**src/rtl/lenet_lite_classifier.sv**
```systemverilog
// Serial single-layer digit classifier: streams a 32x32 frame against 10 per-class weight planes,
// then takes the argmax of the 10 signed scores and reports it with a one-cycle ready pulse.
module lenet_lite_classifier #(
   parameter int unsigned WD   = 31,
   parameter int unsigned WW   = 8,
   parameter int unsigned ACCW = 32
) (
   input  logic                 clk,
   input  logic                 rstn,
   input  logic                 go,
   output logic                 cena_src,
   output logic [9:0]           aa_src,
   input  logic [WD:0]          qa_src,
   output logic                 cena_w,
   output logic [13:0]          aa_w,
   input  logic signed [WW-1:0] qa_w,
   output logic [3:0]           digit,
   output logic                 ready
);

   localparam int unsigned PW = WW + 10;
   localparam logic [13:0] LastIssue = 14'd10239;

   typedef enum logic [1:0] {StIdle, StRun, StArgmax, StDone} state_e;

   state_e                 state;
   logic signed [ACCW-1:0] acc [10];
   logic                   pipe_v;
   logic [3:0]             pipe_c;
   logic [3:0]             am_idx;
   logic [3:0]             best_idx;
   logic signed [ACCW-1:0] best;

   logic signed [PW-1:0]   pix_ext;
   logic signed [PW-1:0]   w_ext;
   logic signed [PW-1:0]   prod;
   logic signed [ACCW-1:0] prod_ext;
   logic                   unused_src;

   // Pixel is unsigned 9-bit; only the weight carries a sign.
   assign pix_ext    = {{(PW - 9){1'b0}}, qa_src[8:0]};
   assign w_ext      = {{(PW - WW){qa_w[WW-1]}}, qa_w};
   assign prod       = pix_ext * w_ext;
   assign prod_ext   = {{(ACCW - PW){prod[PW-1]}}, prod};
   assign unused_src = ^qa_src[WD:9];

   always_ff @(posedge clk) begin
      if (rstn) begin
         state    <= StIdle;
         digit    <= 4'd0;
         ready    <= 1'b0;
         cena_src <= 1'b1;
         cena_w   <= 1'b1;
         aa_src   <= 10'd0;
         aa_w     <= 14'd0;
         pipe_v   <= 1'b0;
         pipe_c   <= 4'd0;
         am_idx   <= 4'd0;
         best_idx <= 4'd0;
         best     <= '0;
         for (int i = 0; i < 10; i++) acc[i] <= '0;
      end else begin
         ready  <= 1'b0;
         // ROM data for the address issued this cycle arrives next cycle; tag it with its class.
         pipe_v <= ~cena_w;
         pipe_c <= aa_w[13:10];
         unique case (state)
            StIdle: begin
               if (go) begin
                  state    <= StRun;
                  cena_src <= 1'b0;
                  cena_w   <= 1'b0;
                  aa_src   <= 10'd0;
                  aa_w     <= 14'd0;
                  for (int i = 0; i < 10; i++) acc[i] <= '0;
               end
            end
            StRun: begin
               if (!cena_w) begin
                  if (aa_w == LastIssue) begin
                     cena_src <= 1'b1;
                     cena_w   <= 1'b1;
                  end else begin
                     aa_w   <= aa_w + 14'd1;
                     aa_src <= aa_src + 10'd1;
                  end
               end
               if (pipe_v) acc[pipe_c] <= acc[pipe_c] + prod_ext;
               // Final product in flight and no further issue: this is the last accumulate.
               if (pipe_v && cena_w) begin
                  state  <= StArgmax;
                  am_idx <= 4'd0;
               end
            end
            StArgmax: begin
               if (am_idx == 4'd0 || acc[am_idx] > best) begin
                  best     <= acc[am_idx];
                  best_idx <= am_idx;
               end
               if (am_idx == 4'd9) state <= StDone;
               else am_idx <= am_idx + 4'd1;
            end
            StDone: begin
               digit <= best_idx;
               ready <= 1'b1;
               state <= StIdle;
            end
            default: state <= StIdle;
         endcase
      end
   end

endmodule

```
**config.mk**
```make
export PLATFORM = sky130hd
export DESIGN_NAME = lenet_lite_classifier
export DESIGN_NICKNAME = d
export VERILOG_FILES = /design/src/rtl/lenet_lite_classifier.sv
export SDC_FILE = /design/constraint.sdc
export NUM_CORES = 1
export LEC_CHECK = 0
export CORE_MARGIN = 4
export CORE_UTILIZATION = 55
export DETAILED_ROUTE_END_ITERATION = 6
export PLACE_DENSITY = 0.75
export SLEW_MARGIN = 10
export SYNTH_ARGS = -nofsm -noshare
export SYNTH_HDL_FRONTEND = slang
export SYNTH_SLANG_ARGS = --single-unit
```
**constraint.sdc**
```tcl
create_clock -name clk -period 6.2 [get_ports clk]
set_input_delay 0.62 -clock clk [delete_from_list [all_inputs] [get_ports clk]]
set_output_delay 0.62 -clock clk [all_outputs]
set_load 0.01 [all_outputs]
```
# Yosys cells after proc, flatten, opt, wreduce, memory -nomap -nowiden
# Memories as Yosys holds them, arrays and structs flattened. A register that Yosys moved wholly into a read port is not among the register bits.
# Cells that the tools add are included.
dict set report totals {
  inputBits 43
  mem_count 1
  reg_bits 78
  output_inout_bits 31
  mem_bits_rw 320
  elab_cells 104
}
dict set report op_classes {
  mux 49
  bitwise 11
  reduce_logical 13
  n_lt_le_gt_ge 1
  eq_ne 12
  mul 1
  addsub 4
}
# name words word_bits read_ports rd_clocked_by_memory_dff write_ports line_no
set mem_list {}
lappend mem_list {acc 10 32 2 2 10 27} ;# logic signed [ACCW-1:0] acc [10];
# operator n
set ops {}
lappend ops {{two-way mux 32 bit} 11}
lappend ops {{two-way mux 14 bit} 3}
lappend ops {{adder 32 x 18 -> 32 bit} 1}
lappend ops {{greater-than comparator 32 bit} 1}
lappend ops {{OR reduction 32 bit} 1}
lappend ops {{two-way mux 10 bit} 3}
lappend ops {{case mux 14 bit (2 select lines)} 1}
lappend ops {{two-way mux 4 bit} 6}
lappend ops {{case mux 10 bit (2 select lines)} 1}
lappend ops {{multiplier 10 x 8 -> 18 bit} 1}
lappend ops {{two-way mux 1 bit} 17}
lappend ops {{adder 14 x 1 -> 14 bit, second input constant} 1}
lappend ops {{equality test 14 bit, second input constant} 1}
lappend ops {{inequality test 2 bit, second input constant} 7}
lappend ops {{adder 10 x 1 -> 10 bit, second input constant} 1}
lappend ops {{bitwise OR 1 bit} 10}
lappend ops {{case mux 2 bit (4 select lines)} 1}
lappend ops {{case mux 4 bit (2 select lines)} 1}
lappend ops {{AND reduction 4 bit} 2}
lappend ops {{two-way mux 2 bit} 3}
lappend ops {{AND reduction 3 bit} 2}
lappend ops {{adder 4 x 1 -> 4 bit, second input constant} 1}
lappend ops {{equality test 2 bit, second input constant} 2}
lappend ops {{equality test 4 bit, second input constant} 1}
lappend ops {{9 further kinds} 12}

# Depth between registers and ports, before layout
dict set report depth {
  depth_word 6
  ltp_mapped 25
  mapped_depth_nobuf 21
}

# Worst setup path after synthesis
# OpenSTA, ideal clock, no wires.
dict set report synth_path {
  path_kind {register to register}
  startpoint {register pipe_c[0]}
  endpoint {memory acc[10][28] (data pin)}
  path_buffers 3
  stages_incl_launch_ff 23
  setup_time_ns 0.259
  slack_ns -0.496
  arrival_ns 6.437
  t_required_ns 5.941
  synth_period_minus_slack_ns 6.696
  cell_sequence {dfxtp_1 -> buf_2 -> buf_1 -> mux4_2 -> mux4_2 -> inv_1 -> fa_1 -> inv_1 -> fa_1 -> ha_1 -> fa_1 -> ha_1 -> ha_1 -> fa_1 -> a211oi_2 -> o21ai_2 -> a31oi_4 -> o21bai_4 -> a221oi_4 -> mux2_4 -> nor2_2 -> buf_12 -> inv_2}
}
# item line_no
set synth_lines {}
lappend synth_lines {{start: declaration} 29} ;# logic [3:0] pipe_c;
lappend synth_lines {{start signal: assignment} 66} ;# pipe_c <= aa_w[13:10];
lappend synth_lines {{end: declaration} 27}

==> results.sh <==
export IMPL_outcome="finished, violations left"
export IMPL_failing_checks="setup timing"
export IMPL_growth_of_design_area_from_synthesis_to_finish_pct=15.65
export IMPL_grt_ovfl_total=0
export IMPL_clk_transition_reported_paths_ns=0.06
export IMPL_design_die_area_um2=64670
export IMPL_mappedNetlistNets=2588
export IMPL_drt_first_iter_violations=2755
export IMPL_netlist_area_leader_share=0.4608
export IMPL_grt_antenna_before_repair=0
export IMPL_vias_in_the_first_global_route=22550
export IMPL_vias=22210
export IMPL_drt_pass1_iter_count=6
export IMPL_clock_period_minus_worst_slack_ns=6.389
export IMPL_core_area_um2=60250
export IMPL_worst_relative_slew_slack=0.1366
export IMPL_htree_levels=2
export IMPL_instances_no_fill=3330
export IMPL_grt_start_max_net_pins=62
export IMPL_synth_top_cells_by_area="edfxtp_1, mux4_2, ha_1, dfxtp_1, nor2_1"
export IMPL_fin_util=0.6405
export IMPL_die_w_um=254.3
export IMPL_commonest_non_fill_non_tap_cells_in_the_layout="edfxtp_1, mux4_2, nor2_1"
export IMPL_drc=0
export IMPL_worst_setup_path_type="flip-flop to flip-flop"
export IMPL_routabilityCongestion=0.8926
export IMPL_wl_um=93400
export IMPL_drive_above_1_share=0.3006
export IMPL_place_port_buffers=50
export IMPL_antenna_cells_inserted=0
export IMPL_leakage_nw=14.11
export IMPL_finalSetupViolCount=95
export IMPL_clkLatencyLatePin_ns=0.64
export IMPL_cts_path_max_buffers=3
export IMPL_yosys_register_bits=594
export IMPL_chipHeight_um=254.3
export IMPL_synth_ff_type="edfxtp_1"
export IMPL_place_detailed_instances=3181
export IMPL_nets=2746
export IMPL_setup_ws_ns=-0.1894
export IMPL_yosysWarningCount=0
export IMPL_clock_sinks=594
export IMPL_avgViaCountPerCell=6.671
export IMPL_startpoint_type="flip-flop"
export IMPL_initial_core_util=0.5538
export IMPL_hpwlAfterDp_um=57140
export IMPL_synth_enable_flop_cells=512
export IMPL_max_cap_check_violation_count=0
export IMPL_cts_tree="done"
export IMPL_endpoint_kind="flip-flop"
export IMPL_setup_repair_after_global_routing_missed_its_margin="yes"
export IMPL_synth_area_per_cell_um2=14.26
export IMPL_worstPathRequired_ns=6.57
export IMPL_max_clock_freq_ghz=0.1565
export IMPL_hold_path_class="flip-flop to flip-flop"
export IMPL_grt_use_total=0.2872
export IMPL_route_detailed_wl_per_inst_um=28.05
export IMPL_seq_area_frac_synth=0.5100
export IMPL_timing_critical_path_fanout_max=5
export IMPL_remaining_number_of_nets_flagged_by_the_antenna_check_after_routing=0
export IMPL_final_count_of_pins_violating_max_slew=0
export IMPL_critical_path_arrival_ns=6.76
export IMPL_clock_skew_final_ns=0.01962
export IMPL_layout_cells_most_common="edfxtp_1"
export IMPL_period_share=1.031
export IMPL_postSynth_asyncResetShare=0
export IMPL_ir_drop_uv=460.4
export IMPL_hold_buffers=0
export IMPL_timing_hold_violations_final=0
export IMPL_cts_buffers_inserted=61
export IMPL_post_synth_inst_count=2339
export IMPL_synth_cell_area_um2=33360
export IMPL_io_pins=74
export IMPL_row_count=90
export IMPL_timing_setup_tns_ns=-7.691
export IMPL_synth_area_leader_cell="edfxtp_1"
export IMPL_power_per_cell_area_nw_per_um2=423.7
export IMPL_root_buffer="clkbuf_16"
export IMPL_synth_cell_types=77
export IMPL_tightestPinTransition_ns=1.295
export IMPL_first_pass_grt_wire_length_um=138200
-- stage by stage --
| stage | power (mW) | setup slack [ns] | hold WS, ns | area [µm²] |
|---|---|---|---|---|
| final | 16.35 | -0.1894 | 0.4663 | 38590 |
| after global routing | 17.08 | -0.3151 | 0.4877 | 38590 |
| after CTS | 15.44 | -0.1105 | 0.4632 | 37920 |
| after detailed placement | 11.67 | -0.4929 | 0.4570 | 35730 |
| after global placement | 11.38 | -0.4830 | 0.4499 | 35730 |
| after floorplan | 9.394 | 0.01170 | 0.4434 | 33430 |
-- area by class of cell --
class | instances | area (µm²)
clock buffers | 82 | 1688
clock inverters | 32 | 240.2
fillers | 4135 | 21660
inverters | 129 | 511.7
multi-input cells | 1451 | 15670
flip-flops and latches | 594 | 17040
well taps | 782 | 978.4
repair buffers | 260 | 2464
-- sequential cells by signal, indices dropped and copies added (netlist names), named ones only --
name / count
aa_src: 10
pipe_v: 1
acc: 512
cena_src: 1
best: 32
best_idx: 4
cena_w: 1
ready: 1
aa_w: 14
pipe_c: 4
digit: 4
am_idx: 4
state: 2
-- Yosys cell counts, types with 12 or more instances --
cell type and n:
o21ai_0 50, xnor2_1 17, and3_1 54, edfxtp_1 512
and2_1 51, buf_2 44, fa_1 59, nor3_1 13
nand4_1 16, ha_1 147, nor2_1 316, clkbuf_1 102
dfxtp_1 82, mux4_2 319, a21oi_1 77, xor2_1 28
nand3_1 63, a21o_1 12, nor2_2 19, inv_1 126
nand2_1 96
-- cell families (layout without fill, tap and decap cells) --
kind of cell,Yosys count,in the layout,share of synthesized area
simple gates,677,677,0.09556
flops,594,594,0.5100
mux,328,328,0.2182
buf+inv,294,503,0.03615
fa+ha+maj,206,206,0.09053
compound gates,195,195,0.03773
xor+xnor,45,45,0.01181
-- worst max-delay path, stage by stage (launching register included) --
cell       delay [ns]
dfxtp_4          0.45
buf_6            0.14
mux4_2           0.50
mux4_2           0.53
inv_2            0.12
fa_2             0.21
inv_2            0.04
fa_1             0.52
inv_2            0.05
fa_2             0.56
inv_2            0.04
fa_2             0.32
fa_1             0.49
ha_4             0.31
o21ai_4          0.07
o211ai_4         0.27
buf_6            0.14
nand4_1          0.09
o211ai_2         0.15
o221ai_4         0.19
o41ai_4          0.43
xnor2_2          0.23
clkbuf_16        0.23
nor2_2           0.04
-- layer usage --
| layer | wire length (µm) | vias to the layer above | global-route usage |
|---|---|---|---|
| li1 | - | 9212 | - |
| met1 | 33670 | 11270 | 0.3914 |
| met2 | 45010 | 1464 | 0.4663 |
| met3 | 11030 | 271 | 0.06251 |
| met4 | 3684 | 0 | 0.1006 |
| met5 | 0 | - | 0 |
-- final timing paths --
check                                from         end  slack, ns  cells past startpoint
worst max-delay path            pipe_c[0]  acc[8][31]      -0.19                     23
worst min-delay path             best[15]    best[15]       0.47                      2
worst max register to register  pipe_c[0]  acc[8][31]      -0.19                     23
worst min register to register   best[15]    best[15]       0.47                      2
-- timing repair --
item / CTS / global route
hold endpoints to repair: 0 / 0
buffers inserted: 11 / 15
resized for setup: 25 / 110
pin swaps: 9 / 45
gates cloned: 2 / 10
endpoints found under the setup margin: 275 / 275
-- power by group --
group	internal (mW)	switching, mW	total, mW
logic	2.89	4.20	7.09
clock network	2.02	1.58	3.60
registers	5.43	0.228	5.65
(Power assumes the default switching activity.)
